`config.mk`:
```
export PLATFORM = sky130hd
export DESIGN_NAME = mic_volume_ctrl
export DESIGN_NICKNAME = d
export VERILOG_FILES = /design/src/rtl/mic_pkg.sv /design/src/rtl/mic_peak_window.sv /design/src/rtl/mic_volume_ctrl.sv
export SDC_FILE = /design/constraint.sdc
export NUM_CORES = 1
export LEC_CHECK = 0
export CAP_MARGIN = 5
export CORE_MARGIN = 8
export CORE_UTILIZATION = 58
export CTS_CLUSTER_SIZE = 25
export DETAILED_ROUTE_END_ITERATION = 6
export GPL_ROUTABILITY_DRIVEN = 0
export PLACE_DENSITY = 0.8
export SYNTH_ARGS = -nofsm -noshare
export SYNTH_HDL_FRONTEND = slang
export SYNTH_SLANG_ARGS = --single-unit
```
`constraint.sdc`:
```
create_clock -name clk -period 5.3 [get_ports clk]
set_clock_uncertainty 0.1 [all_clocks]
set_input_delay 1.06 -clock clk [delete_from_list [all_inputs] [get_ports clk]]
set_output_delay 1.06 -clock clk [all_outputs]
set_load 0.01 [all_outputs]
```
`src/rtl/mic_pkg.sv`:
```
// Shared constants and types for the microphone volume path and the bar-meter renderer.
package mic_pkg;

    localparam int unsigned SAMPLE_W      = 12;
    localparam int unsigned LEVEL_W       = 5;
    localparam int unsigned THEME_W       = 2;
    localparam int unsigned HOLD_W        = 4;
    localparam int unsigned COUNT_W       = 16;

    localparam int unsigned MIC_MIDPOINT  = 2048;
    localparam int unsigned MIC_MAX_LEVEL = 15;
    localparam int unsigned AMP_MAX       = 2047;

    // Renderer colour-band thresholds on the committed volume level.
    localparam logic [LEVEL_W-1:0] THRESH_GREEN  = 5'd5;
    localparam logic [LEVEL_W-1:0] THRESH_YELLOW = 5'd10;
    localparam logic [LEVEL_W-1:0] THRESH_RED    = 5'd13;

    typedef enum logic {
        HOLD  = 1'b0,
        DECAY = 1'b1
    } peak_state_e;

endpackage

```
`src/rtl/mic_peak_window.sv`:
```
// Windowed peak detector: rectifies each valid sample around the ADC midpoint and
// reports the saturated level of the window peak on the sample that closes the window.
module mic_peak_window
    import mic_pkg::*;
#(
    parameter int WINDOW_SAMPLES = 1000,
    parameter int MIDPOINT       = 2048,
    parameter int LEVEL_SHIFT    = 6,
    parameter int MAX_LEVEL      = 15
) (
    input  logic                clk,
    input  logic                reset,
    input  logic                sample_valid,
    input  logic [SAMPLE_W-1:0] sample,
    output logic                window_end,
    output logic [LEVEL_W-1:0]  raw
);

    localparam logic [SAMPLE_W-1:0] MID_CODE   = SAMPLE_W'(MIDPOINT);
    localparam logic [SAMPLE_W-1:0] AMP_SAT    = SAMPLE_W'(AMP_MAX);
    localparam logic [SAMPLE_W-1:0] LEVEL_SAT  = SAMPLE_W'(MAX_LEVEL);
    localparam logic [COUNT_W-1:0]  LAST_COUNT = COUNT_W'(WINDOW_SAMPLES - 1);

    logic [SAMPLE_W-1:0] diff_s;
    logic [SAMPLE_W-1:0] amp_s;
    logic [SAMPLE_W-1:0] peak_next_s;
    logic [SAMPLE_W-1:0] shifted_s;
    logic [SAMPLE_W-1:0] peak_r;
    logic [COUNT_W-1:0]  count_r;

    // Rectified amplitude, running max including the current sample, and window level.
    always_comb begin
        diff_s      = {SAMPLE_W{1'b0}};
        amp_s       = {SAMPLE_W{1'b0}};
        peak_next_s = peak_r;
        shifted_s   = {SAMPLE_W{1'b0}};
        raw         = {LEVEL_W{1'b0}};

        if (sample >= MID_CODE) begin
            diff_s = sample - MID_CODE;
        end else begin
            diff_s = MID_CODE - sample;
        end

        // The negative half has one more code than the positive half; clip it.
        if (diff_s > AMP_SAT) begin
            amp_s = AMP_SAT;
        end else begin
            amp_s = diff_s;
        end

        if (amp_s > peak_r) begin
            peak_next_s = amp_s;
        end else begin
            peak_next_s = peak_r;
        end

        shifted_s = peak_next_s >> LEVEL_SHIFT;
        if (shifted_s > LEVEL_SAT) begin
            raw = LEVEL_SAT[LEVEL_W-1:0];
        end else begin
            raw = shifted_s[LEVEL_W-1:0];
        end
    end

    assign window_end = sample_valid && (count_r == LAST_COUNT);

    // Peak and sample-count accumulation; both restart after the closing sample.
    always_ff @(posedge clk) begin
        if (reset) begin
            peak_r  <= {SAMPLE_W{1'b0}};
            count_r <= {COUNT_W{1'b0}};
        end else if (window_end) begin
            peak_r  <= {SAMPLE_W{1'b0}};
            count_r <= {COUNT_W{1'b0}};
        end else if (sample_valid) begin
            peak_r  <= peak_next_s;
            count_r <= count_r + {{(COUNT_W-1){1'b0}}, 1'b1};
        end else begin
            peak_r  <= peak_r;
            count_r <= count_r;
        end
    end

endmodule

```
`src/rtl/mic_volume_ctrl.sv`:
```
// Microphone volume controller: peak-hold with stepwise decay on windowed levels, plus a
// theme counter, with volume and theme committed to the renderer only at frame start.
module mic_volume_ctrl
    import mic_pkg::*;
#(
    parameter int WINDOW_SAMPLES = 1000,
    parameter int HOLD_WINDOWS   = 4,
    parameter int MIDPOINT       = MIC_MIDPOINT,
    parameter int LEVEL_SHIFT    = 6,
    parameter int MAX_LEVEL      = MIC_MAX_LEVEL
) (
    input  logic                clk,
    input  logic                reset,
    input  logic                sample_valid,
    input  logic [SAMPLE_W-1:0] sample,
    input  logic                frame_begin,
    input  logic                theme_btn,
    input  logic                freeze,
    output logic [LEVEL_W-1:0]  volume,
    output logic [THEME_W-1:0]  theme_sw,
    output logic                volume_upd
);

    localparam logic [HOLD_W-1:0] HOLD_LAST = HOLD_W'(HOLD_WINDOWS - 1);

    logic                window_end_s;
    logic [LEVEL_W-1:0]  raw_s;

    peak_state_e         state_r;
    peak_state_e         state_next_s;
    logic [LEVEL_W-1:0]  level_r;
    logic [LEVEL_W-1:0]  level_next_s;
    logic [HOLD_W-1:0]   hold_cnt_r;
    logic [HOLD_W-1:0]   hold_next_s;
    logic [HOLD_W-1:0]   hold_inc_s;
    logic [THEME_W-1:0]  pending_theme_r;
    logic [LEVEL_W-1:0]  volume_r;
    logic [THEME_W-1:0]  theme_r;
    logic                volume_upd_r;

    mic_peak_window #(
        .WINDOW_SAMPLES (WINDOW_SAMPLES),
        .MIDPOINT       (MIDPOINT),
        .LEVEL_SHIFT    (LEVEL_SHIFT),
        .MAX_LEVEL      (MAX_LEVEL)
    ) u_peak_window (
        .clk          (clk),
        .reset        (reset),
        .sample_valid (sample_valid),
        .sample       (sample),
        .window_end   (window_end_s),
        .raw          (raw_s)
    );

    // Peak-hold / decay next-state logic, evaluated once per completed window.
    always_comb begin
        state_next_s = state_r;
        level_next_s = level_r;
        hold_next_s  = hold_cnt_r;
        hold_inc_s   = hold_cnt_r + 4'd1;

        if (window_end_s) begin
            case (state_r)
                HOLD: begin
                    if (raw_s >= level_r) begin
                        level_next_s = raw_s;
                        hold_next_s  = 4'd0;
                        state_next_s = HOLD;
                    end else if (hold_inc_s >= HOLD_LAST) begin
                        hold_next_s  = hold_inc_s;
                        state_next_s = DECAY;
                    end else begin
                        hold_next_s  = hold_inc_s;
                        state_next_s = HOLD;
                    end
                end
                DECAY: begin
                    if (raw_s >= level_r) begin
                        level_next_s = raw_s;
                        hold_next_s  = 4'd0;
                        state_next_s = HOLD;
                    end else if (level_r == 5'd1) begin
                        // raw < level guarantees level >= 1, so this never wraps.
                        level_next_s = 5'd0;
                        hold_next_s  = 4'd0;
                        state_next_s = HOLD;
                    end else begin
                        level_next_s = level_r - 5'd1;
                        hold_next_s  = hold_cnt_r;
                        state_next_s = DECAY;
                    end
                end
                default: begin
                    level_next_s = 5'd0;
                    hold_next_s  = 4'd0;
                    state_next_s = HOLD;
                end
            endcase
        end else begin
            state_next_s = state_r;
            level_next_s = level_r;
            hold_next_s  = hold_cnt_r;
        end
    end

    // Peak-hold state, pending level and hold counter registers.
    always_ff @(posedge clk) begin
        if (reset) begin
            state_r    <= HOLD;
            level_r    <= 5'd0;
            hold_cnt_r <= 4'd0;
        end else begin
            state_r    <= state_next_s;
            level_r    <= level_next_s;
            hold_cnt_r <= hold_next_s;
        end
    end

    // Theme accumulation and frame-synchronous commit; commits see pre-update values.
    always_ff @(posedge clk) begin
        if (reset) begin
            pending_theme_r <= 2'd0;
            theme_r         <= 2'd0;
            volume_r        <= 5'd0;
            volume_upd_r    <= 1'b0;
        end else begin
            if (theme_btn) begin
                pending_theme_r <= pending_theme_r + 2'd1;
            end else begin
                pending_theme_r <= pending_theme_r;
            end

            if (frame_begin) begin
                theme_r <= pending_theme_r;
                if (!freeze) begin
                    volume_r     <= level_r;
                    volume_upd_r <= (level_r != volume_r);
                end else begin
                    volume_r     <= volume_r;
                    volume_upd_r <= 1'b0;
                end
            end else begin
                theme_r      <= theme_r;
                volume_r     <= volume_r;
                volume_upd_r <= 1'b0;
            end
        end
    end

    assign volume     = volume_r;
    assign theme_sw   = theme_r;
    assign volume_upd = volume_upd_r;

endmodule

```
==> impl.org <==
** Global routing
- Entering global routing, the biggest net connects 28 pins.
- Antenna violations before repair :: 0
- Global route overflow :: 0
- Via count of the first global-routing pass :: 2569
- Global-route wire length before repair :: 10900 µm
- Global-route usage over all layers :: 17.5%

** Worst setup path
- The startpoint identified for the worst register-to-register timing path is u_peak_window.peak_r[11].
- Startpoint kind of the worst setup timing path :: input port
- Data on the critical path is required at its endpoint by 5430 ps.
- R2r worst-path depth :: 13
- The worst setup path is captured at a flop.
- The setup path with the least slack is of type input port to flop.
- Data arrives at the worst endpoint at 5180 ps.
- Along the worst path, the maximum fanout reaches 4.
- Following the worst setup path forward leads to its endpoint at level_r[4].
- Reg2reg setup slack :: 1750 ps
- Launching instance or port of the critical path :: sample[1]
- The worst register-to-register path ends at level_r[4].

** Synthesis
- The synthesized design spends more area on one cell type than any other, namely dfxtp_1.
- The most used flip-flop cell after synthesis is dfxtp_1.
- Among all cell types in the netlist, the one instantiated most often is dfxtp_1.
- Syn Area/Cell :: 8.33 µm²
- Share of synthesized area occupied by flip-flops and latches :: 31.9%
- Number of enable flip-flop cells after synthesis :: 0
- In the post-synthesis netlist, the biggest area contributors are dfxtp_1 (32%), ha_1 (9.6%), nor2_1 (5.2%), xnor2_1 (5.2%), mux2i_1 (5.0%).
- Synth async-reset ratio :: 0%
- The cell area that synthesis handed to floorplanning was 3010 µm².
- The synthesized design contains 48 register bits.
- Counting every instance in the synthesized netlist gives 361.
- For this run, the number of Yosys warnings is 0.
- Unique cell type count in the Yosys netlist :: 52
- After synthesis, the largest area contributor takes up 31.9% of total cell area.
- Most used standard cells in the synthesized netlist :: dfxtp_1 (48), nor2_1 (42), a21oi_1 (29), inv_1 (27), ha_1 (23)

** Route
- DRT iter0 DRCs :: 101
- In the routed layout, each cell is associated on average with a via count of 5.55.
- The final layout contains routed wiring with a total length of 6320 µm.
- For this block, the via count after detailed routing is 2624.
- Dividing the detail-routed wire length by the instance count gives 13.4 µm.
- Before antenna repair, the detailed router went through 5 iterations.
- Post-route DRC violation count :: 0
- Routed Antenna Nets :: 0

** Die
- The die is 88.0 µm tall.
- The initial utilization of the core area, before any placement, comes to 59.7%.
- Std cell rows :: 26
- The floorplan step defined a core boundary enclosing 5040 µm².
- Pin placement for this block handled 26 I/O pins.
- Die area :: 7750 µm²
- Chip Width :: 88.0 µm

** Timing
- Slew at the pin with the worst max-slew slack :: 874 ps
- Pins over their slew limit :: 0
- The worst path uses 95.3% of the clock period.
- Timing would allow up to 198 MHz.
- Setup Viol. Count Final :: 0
- After layout, the worst setup slack is 250 ps.
- RSZ-0062 raised after global routing :: no
- The tightest hold path in the finished design has a slack of 370 ps.
- The smallest clock period supported by the final layout is computed as 5050 ps.
- Worst slew slack as a fraction of its limit :: 41.6%
- The final hold violation count came to 0.

** Power and ir drop
- VDD sags by at most 0.146 mV.
- Dividing total power by cell area gives a power density of 236 nW/µm².
- For this design the static power due to leakage is 1.42 nW.

** Place
- Port buffer count :: 25
- At the placement stage, the worst setup path has a slack of -55.4 ps.
- Total placed cells including tap cells :: 465
- Dpl hpwl :: 4840 µm
- Summing all placed instances gives a cell area of 3450 µm².

** Run status
- Result of the run :: complete, no violations

** Layout
- The number of antenna diodes in the final layout is 0.
- Non-Filler Instances :: 473
- Total Nets Final :: 443
- Utilization of the core after routing :: 71.0%
- Fraction of final layout cells sized beyond drive strength 1 :: 10.9%
- The area growth from synthesis to layout is 19.1%.
- Final design instance area without fill :: 3580 µm²

** Clock network
- For this design, the CTS-stage hold fixing added 0 buffers.
- In this run the post-CTS setup repair buffer count came out at 0.
- Sink count of the clock tree :: 48
- The clock tree synthesis step divided the H-tree into 2 levels.
- The cell sitting at the root of the clock tree is a clkbuf_8.
- TritonCTS built the clock tree.
- The number of clock buffers added by TritonCTS is 5.
- Clock Tree Buf Depth :: 2
- Clock edge transition at the registers on the reported setup and hold paths :: 90 ps
- For the worst-skew pair, the clock arrives at the later sink with an insertion delay of 300 ps.

** Run
- Max-cap check violation count :: 0

** Min path
- Worst min-delay path category :: flop to flop
state kept, by name (all words and copies together), names as in the netlist:
signal / count
hold_cnt_r: 4
level_r: 5
pending_theme_r: 2
state_r: 1
theme_sw: 2
u_peak_window.count_r: 16
u_peak_window.peak_r: 12
volume: 5
volume_upd: 1
power breakdown:
group          internal, mW  switching (mW)
sequential            0.373         0.00718
combinational        0.0913          0.0977
clock                 0.154           0.121
total                 0.619           0.226
critical path, stage by stage:
cell	delay, ps
clkdlybuf4s50_1	490
inv_1	60
ha_1	210
nor2b_1	170
a31oi_1	190
xnor2_1	180
nand2_1	100
ha_1	290
nand4_1	120
nor3_1	60
a21oi_1	160
o31a_1	260
mux2_2	370
ha_1	260
nand2b_1	140
a31oi_1	210
o21a_1	200
nand2b_1	80
or4_1	390
a21oi_1	150
metrics by stage:
| stage | power, mW | TNS (ps) |
|---|---|---|
| 5_1_grt | 0.893 | 0 |
| 3_3_place_gp | 0.568 | 0 |
| 3_5_place_dp | 0.573 | -87.5 |
| 6_report | 0.845 | 0 |
| 4_1_cts | 0.848 | 0 |
| 2_1_floorplan | 0.513 | 0 |
repair_timing:
item                                    4_1_cts  5_1_grt
hold endpoints to repair                      0        0
resized for setup                             0        2
endpoints found under the setup margin        0        4
logic make-up (layout without fill, tap and decap cells):
| kind of cell | count (synthesis) | after routing | synth area share, % |
|---|---|---|---|
| other cells | 1 | 2 | 0.125 |
| mux | 19 | 19 | 6.78 |
| buf+inv | 42 | 83 | 5.87 |
| compound gates | 78 | 78 | 17.4 |
| xor+xnor | 26 | 26 | 7.57 |
| flops | 48 | 48 | 31.9 |
| simple gates | 124 | 124 | 20.7 |
| fa+ha+maj | 23 | 23 | 9.57 |
worst min-delay path by stage:
stage                     slack [ps]                      end                     from  depth (start not counted)
after floorplan                  340  u_peak_window.peak_r[0]  u_peak_window.peak_r[0]                          2
after global placement           360  u_peak_window.peak_r[5]  u_peak_window.peak_r[5]                          2
after detailed placement         360  u_peak_window.peak_r[0]  u_peak_window.peak_r[0]                          2
after CTS                        370  u_peak_window.peak_r[0]  u_peak_window.peak_r[0]                          2
after global routing             410  u_peak_window.peak_r[2]  u_peak_window.peak_r[2]                          2
final                            370  u_peak_window.peak_r[0]  u_peak_window.peak_r[0]                          2
placed cells by master, fill, tap and decap left out, types with 3 or more instances in the layout:
cell	netlist	routed
clkbuf_8	0	6
nand3_1	9	9
o21ai_0	11	11
o21ba_1	3	3
or3_1	5	5
inv_1	27	27
dfxtp_1	48	48
o21ai_1	3	3
a211oi_1	6	6
nand2_1	22	22
xnor2_1	18	18
nor3_1	11	11
xor2_1	8	8
ha_1	23	23
buf_4	1	23
a31oi_1	4	4
mux2i_1	15	15
nand4_1	9	9
a21oi_1	29	28
nor2_1	42	42
nor4_1	5	5
nor2b_1	4	4
and2_1	3	3
a21o_1	4	4
clkdlybuf4s50_1	0	25
layout make-up:
cell class	count	area, µm²
Clock buffer	6	82.6
Sequential cell	48	961
Inverter	27	101
Fill cell	404	1460
Timing Repair Buffer	48	423
Tap cell	70	87.6
Clock inverter	2	38.8
Multi-Input combinational cell	272	1890
routing by layer:
| metal | vias to the layer above | wire length [µm] | GRT usage [%] |
|---|---|---|---|
| met4 | 0 | 126 | 5.99 |
| met1 | 1220 | 2730 | 18.8 |
| li1 | 1353 | - | - |
| met5 | - | 0 | 0 |
| met2 | 38 | 3230 | 32.3 |
| met3 | 13 | 233 | 4.22 |
(Power assumes the default switching activity.)
==> RTL change 1: new RTL, same settings <==
`LEVEL_SHIFT` is set to 6 in 2 places; all go to 3.
--- a/src/rtl/mic_peak_window.sv
+++ b/src/rtl/mic_peak_window.sv
@@ -5,7 +5,7 @@
 #(
     parameter int WINDOW_SAMPLES = 1000,
     parameter int MIDPOINT       = 2048,
-    parameter int LEVEL_SHIFT    = 6,
+    parameter int LEVEL_SHIFT    = 3,
     parameter int MAX_LEVEL      = 15
 ) (
     input  logic                clk,
--- a/src/rtl/mic_volume_ctrl.sv
+++ b/src/rtl/mic_volume_ctrl.sv
@@ -6,7 +6,7 @@
     parameter int WINDOW_SAMPLES = 1000,
     parameter int HOLD_WINDOWS   = 4,
     parameter int MIDPOINT       = MIC_MIDPOINT,
-    parameter int LEVEL_SHIFT    = 6,
+    parameter int LEVEL_SHIFT    = 3,
     parameter int MAX_LEVEL      = MIC_MAX_LEVEL
 ) (
     input  logic                clk,
Behaviour: same outputs for any inputs over 10 cycles, from zero or initial values and one cycle with reset high; that may be too few to reach the edited logic, so the function may still have changed.
==> RTL change 1 against the unedited design <==
  * The run now ends with negative setup slack left
  * Design area grew 19%
  * Sequential share of layout area shrank 4.2 points
  * Total power increased by 3.9%
  * Wire length rose by 51%
  * Worst setup slack lost 0.36 ns
  * Core utilization grew 13 points
  * Synthesized area grew 0.29%
  * Die area is 0.24% higher
  * Sequential cell count unchanged
  * Clock power down 22%
  * Critical path type unchanged
==> RTL change 1: results (changes against the unedited design) <==
stage,metric,value,unit,change
global_route,track_usage,0.2150,,+0.04031
hold_path,worstHoldEndpoint,u_peak_window.peak_r[11]$_SDFFE_PP0P_,,
yosys,async_reset_ff_frac,0,,unchanged
drt,dr.pass1.iters,6,,+1
power_and_ir_drop,internal-power,604.0,µW,-2.4%
global_route,grt_pass1_vias,2954,,+15%
yosys,synth-compound-area-share,0.1618,,-0.01253
place,dpl-instance-area,3810,µm²,+11%
yosys,synth.area.top_cells,"dfxtp_1, ha_1, nor2_1, mux2i_1, xor2_1",,
sta,tightestPinTransition,0.8578,ns,-0.01597 ns
yosys,synth_cell_types,59,,+13%
global_route,grt_pass1_wl,13.57,mm,+24%
place,place_ws,-0.8316,ns,-0.7762 ns
drt,via_count,3239,,+23%
critical_path,crit_arrival,5.52,ns,+0.34 ns
power_and_ir_drop,combPwrFrac,0.321,,+0.097
power_and_ir_drop,p_seq,382,µW,
critical_path,r2r_end,level_r[2]$_SDFFE_PP0P_,,
global_route,grt_util_met3,0.03846,,-0.003752
drt,drtIter0Drc,264,,+160%
critical_path,reg2reg_from,u_peak_window.peak_r[9]$_SDFFE_PP0P_,,
status,violations,negative setup slack,,
power_and_ir_drop,total_power,877.5,µW,+3.9%
yosys,synth_mux_area_frac,0.06636,,-0.001441
status,status,"complete, but fails checks",,
layout,instances_no_fill,533,,+13%
critical_path,critPathLaunch,sample[8],,
critical_path,r2r_cells,17,,+4
drt,route.met2.wl,4.829,mm,+50%
yosys,yosys.area_share.xor_xnor,0.06387,,-0.01183
power_and_ir_drop,ir_drop,0.0001731,V,+19%
yosys,syn_inst,368,,+1.9%
sta,fin_setup_tns,-0.3313,ns,-0.3313 ns
global_route,met1_usage,0.2408,,+0.05282
drt,wire_per_inst,17.86,µm,+34%
layout,top_regs,"u_peak_window.count_r x16, u_peak_window.peak_r x12",,
layout,num-fill-cells,295,,-27%
sta,fin_ws,-0.1098,ns,-0.3599 ns
place,placed_cells,502,,+8.0%
yosys,synth_fa_ha_area_frac,0.09540,,-0.0002778
critical_path,r2r_slack,1.47,ns,-0.28 ns
yosys,ys.flop_type,dfxtp_1,,
global_route,use_met2,0.3933,,+0.07045
drt,route.met3.wl,529,µm,+130%
layout,layout-drive-gt1-share,0.2894,,+0.1802
yosys,ys_seq_area_frac,0.3185,,-0.0009275
sta,setup_violations,5,,+5
place,dp_hpwl,5.559,mm,+15%
yosys,synth_common_cells,"nor2_1, dfxtp_1, inv_1, a21oi_1, ha_1",,
drt,wl_met1,3.766,mm,+38%
clock_tree,cts_buffer_depth,2,,unchanged
power_and_ir_drop,p_leak,0.001678,µW,+18%
==> RTL change 1: cell types whose count changed in the layout (fill, tap and decap cells not counted), sizes merged, moves of 4 or more <==
cell | unedited run | this run
nor3b | 1 | 6
clkdlybuf4s50 | 25 | 16
buf | 23 | 77
a21oi | 29 | 23
xor2 | 8 | 15
clkdlybuf4s15 | 0 | 4
xnor2 | 18 | 7
nor2 | 42 | 59
o21ai | 14 | 8
nand2 | 22 | 18
==> RTL change 1: cell type report <==
cell class	count	share of cell area
Sequential cell	48	0.2261
Inverter	24	0.02474
Timing Repair Buffer	100	0.1955
Multi-Input combinational cell	283	0.5124
Clock inverter	3	0.004417
Tap cell	70	0.02061
Clock buffer	5	0.01620
==> RTL change 1: metrics by stage <==
| stage | utilization | hold slack [ns] |
|---|---|---|
| 2_1_floorplan | - | 0.3525 |
| 3_3_place_gp | 0.7507 | 0.3703 |
| 3_5_place_dp | 0.7507 | 0.3728 |
| 4_1_cts | 0.7971 | 0.3880 |
| 5_1_grt | 0.8373 | 0.4277 |
| 6_report | 0.8373 | 0.3922 |
==> RTL change 1: worst max-delay path: stages <==
cell and delay, ns:
clkdlybuf4s15_1 0.21, buf_6 0.14, nor4_4 0.28, buf_4 0.19, nand2_2 0.06, a31oi_1 0.28, nor2_1 0.10, a21oi_2 0.17
ha_1 0.32, a21oi_2 0.19, nor2_2 0.08, a2111oi_4 0.25, a21oi_4 0.12, or3_4 0.38, o21a_1 0.15, ha_4 0.25
a21o_1 0.20, a31oi_4 0.19, a211oi_4 0.10, or2_1 0.25, buf_4 0.15, o21ai_1 0.17, a21oi_1 0.11, a21oi_1 0.13
==> RTL change 1: timing repair <==
item,CTS,global route
endpoints found under the setup margin,10,10
hold buffers,0,0
resized for setup,24,46
endpoints found under the hold margin,0,0
setup buffers,17,7
pin swaps,20,31
==> RTL change 2: new RTL, config.mk and constraints unchanged <==
Made on the original files. Add an input register stage for `sample_valid`, `sample`, `frame_begin`, `theme_btn` and `freeze`, without a reset; this delays them by one clock.
--- a/src/rtl/mic_volume_ctrl.sv
+++ b/src/rtl/mic_volume_ctrl.sv
@@ -23,6 +23,20 @@
 
     localparam logic [HOLD_W-1:0] HOLD_LAST = HOLD_W'(HOLD_WINDOWS - 1);
 
+    logic sample_valid_q;
+    logic [SAMPLE_W-1:0] sample_q;
+    logic frame_begin_q;
+    logic theme_btn_q;
+    logic freeze_q;
+
+    always_ff @(posedge clk) begin
+        sample_valid_q <= sample_valid;
+        sample_q       <= sample;
+        frame_begin_q  <= frame_begin;
+        theme_btn_q    <= theme_btn;
+        freeze_q       <= freeze;
+    end
+
     logic                window_end_s;
     logic [LEVEL_W-1:0]  raw_s;
 
@@ -46,8 +60,8 @@
     ) u_peak_window (
         .clk          (clk),
         .reset        (reset),
-        .sample_valid (sample_valid),
-        .sample       (sample),
+        .sample_valid (sample_valid_q),
+        .sample       (sample_q),
         .window_end   (window_end_s),
         .raw          (raw_s)
     );
@@ -124,15 +138,15 @@
             volume_r        <= 5'd0;
             volume_upd_r    <= 1'b0;
         end else begin
-            if (theme_btn) begin
+            if (theme_btn_q) begin
                 pending_theme_r <= pending_theme_r + 2'd1;
             end else begin
                 pending_theme_r <= pending_theme_r;
             end
 
-            if (frame_begin) begin
+            if (frame_begin_q) begin
                 theme_r <= pending_theme_r;
-                if (!freeze) begin
+                if (!freeze_q) begin
                     volume_r     <= level_r;
                     volume_upd_r <= (level_r != volume_r);
                 end else begin
Function: changed (a bounded check fails within 4 cycles, from zero or initial values and one cycle with reset high).
==> RTL change 2 against the unedited design <==
  * Wire length rose by 12%
  * Total power rose by 34%
  * First-iteration DRC count up 140%
  * Combinational power fell by 18%
  * Synthesized area up 12%
  * Sequential cell count is 16 higher
  * Design area increased by 8.7%
  * Worst setup slack better by 0.16 ns
  * Critical endpoint is now hold_cnt_r[1]$_SDFFE_PP0P_
==> RTL change 2: results (changes against the unedited design) <==
stage,metric,value,unit,change
status,status,"complete, no violations",,
global_route,met1_usage,0.2104,,+0.02236
critical_path,crit_arrival,4.99,ns,-0.19 ns
clock_tree,htree_levels,3,,+1
critical_path,critical_path_peak_fanout,8,,+4
place,place_ws,0.5279,ns,+0.5833 ns
layout,top_regs,"u_peak_window.count_r x16, sample_q x12, u_peak_window.peak_r x12",,
power_and_ir_drop,ir_drop,0.0002148,V,+47%
sta,hold-worst-slack,0.3730,ns,+0.003274 ns
layout,layout-drive-gt1-share,0.06635,,-0.04283
place,dpl-instance-area,3675,µm²,+6.6%
drt,route.met2.wl,3.418,mm,+5.9%
yosys,synth-compound-area-share,0.1428,,-0.03154
power_and_ir_drop,p_sw,286.5,µW,+27%
layout,inv_count,24,,-11%
layout,instances_no_fill,497,,+5.1%
global_route,track_usage,0.1759,,+0.001251
sta,maxSlewHeadroom,0.1797,,-0.2364
layout,n_all_buffers,25,,-48%
drt,wl_met1,3.185,mm,+17%
yosys,yosys.area_share.xor_xnor,0.07766,,+0.001956
global_route,grt_pass1_vias,2679,,+4.3%
sta,timing.fmax,0.2047,GHz,+3.4%
layout,multiInputGateArea,1968,µm²,+4.3%
critical_path,cp-endpoint,hold_cnt_r[1]$_SDFFE_PP0P_,,
yosys,syn_area_per_cell,8.522,µm²,+2.3%
layout,num-fill-cells,448,,+11%
drt,route.met3.wl,347,µm,+49%
drt,drt-total-wl,7.095,mm,+12%
yosys,yosysTopAreaCellShare,0.3787,,+0.05923
die,nWellTaps,75,,+7.1%
yosys,synth.area.top_cells,"dfxtp_1, ha_1, nor2_1, xnor2_1, a21oi_1",,
clock_tree,cts_made_buffers,9,,+4
power_and_ir_drop,p_leak,0.001483,µW,+4.5%
layout,regArea,1281,µm²,+33%
place,placed_cells,483,,+3.9%
power_and_ir_drop,p_per_area,290.0,nW/µm²,+23%
drt,drtIter0Drc,238,,+140%
hold_path,worstHoldEndpoint,u_peak_window.peak_r[9]$_SDFFE_PP0P_,,
hold_path,hp-start,u_peak_window.peak_r[9]$_SDFFE_PP0P_,,
layout,fin_nets,460,,+3.8%
layout,clkCellAreaFrac,0.05338,,+0.01948
critical_path,r2r_cells,16,,+3
-- RTL change 2: cell count changes in the layout (fill, tap and decap cells not counted), moves of 4 or more --
cell      before  now
nor3_1        11   15
o21ai_0       11   15
buf_4         23    0
clkbuf_8       6   10
xor2_1         8   13
nor2_1        42   46
dfxtp_1       48   64
nand2_1       22   30
-- RTL change 2: power by group through the flow --
stage	Sequential [µW]	Clock [µW]	Combinational, µW
2_1_floorplan	523	0	115
3_3_place_gp	528	0	146
3_5_place_dp	529	0	152
4_1_cts	518	461	154
5_1_grt	522	485	175
6_report	520	454	155
-- RTL change 2: critical path: cells and delay by family, from the launching register on --
kind / cells / cell delay [ns]
compound gates: 10 / 2.47
fa+ha+maj: 2 / 0.65
flops: 1 / 0.39
mux: 1 / 0.40
simple gates: 3 / 0.74
-- RTL change 2: repair_timing --
| action | CTS | global route |
|---|---|---|
| hold buffers | 0 | 0 |
| endpoints found under the setup margin | 0 | 1 |
| setup buffers | 0 | 0 |
| resized for setup | 0 | 1 |
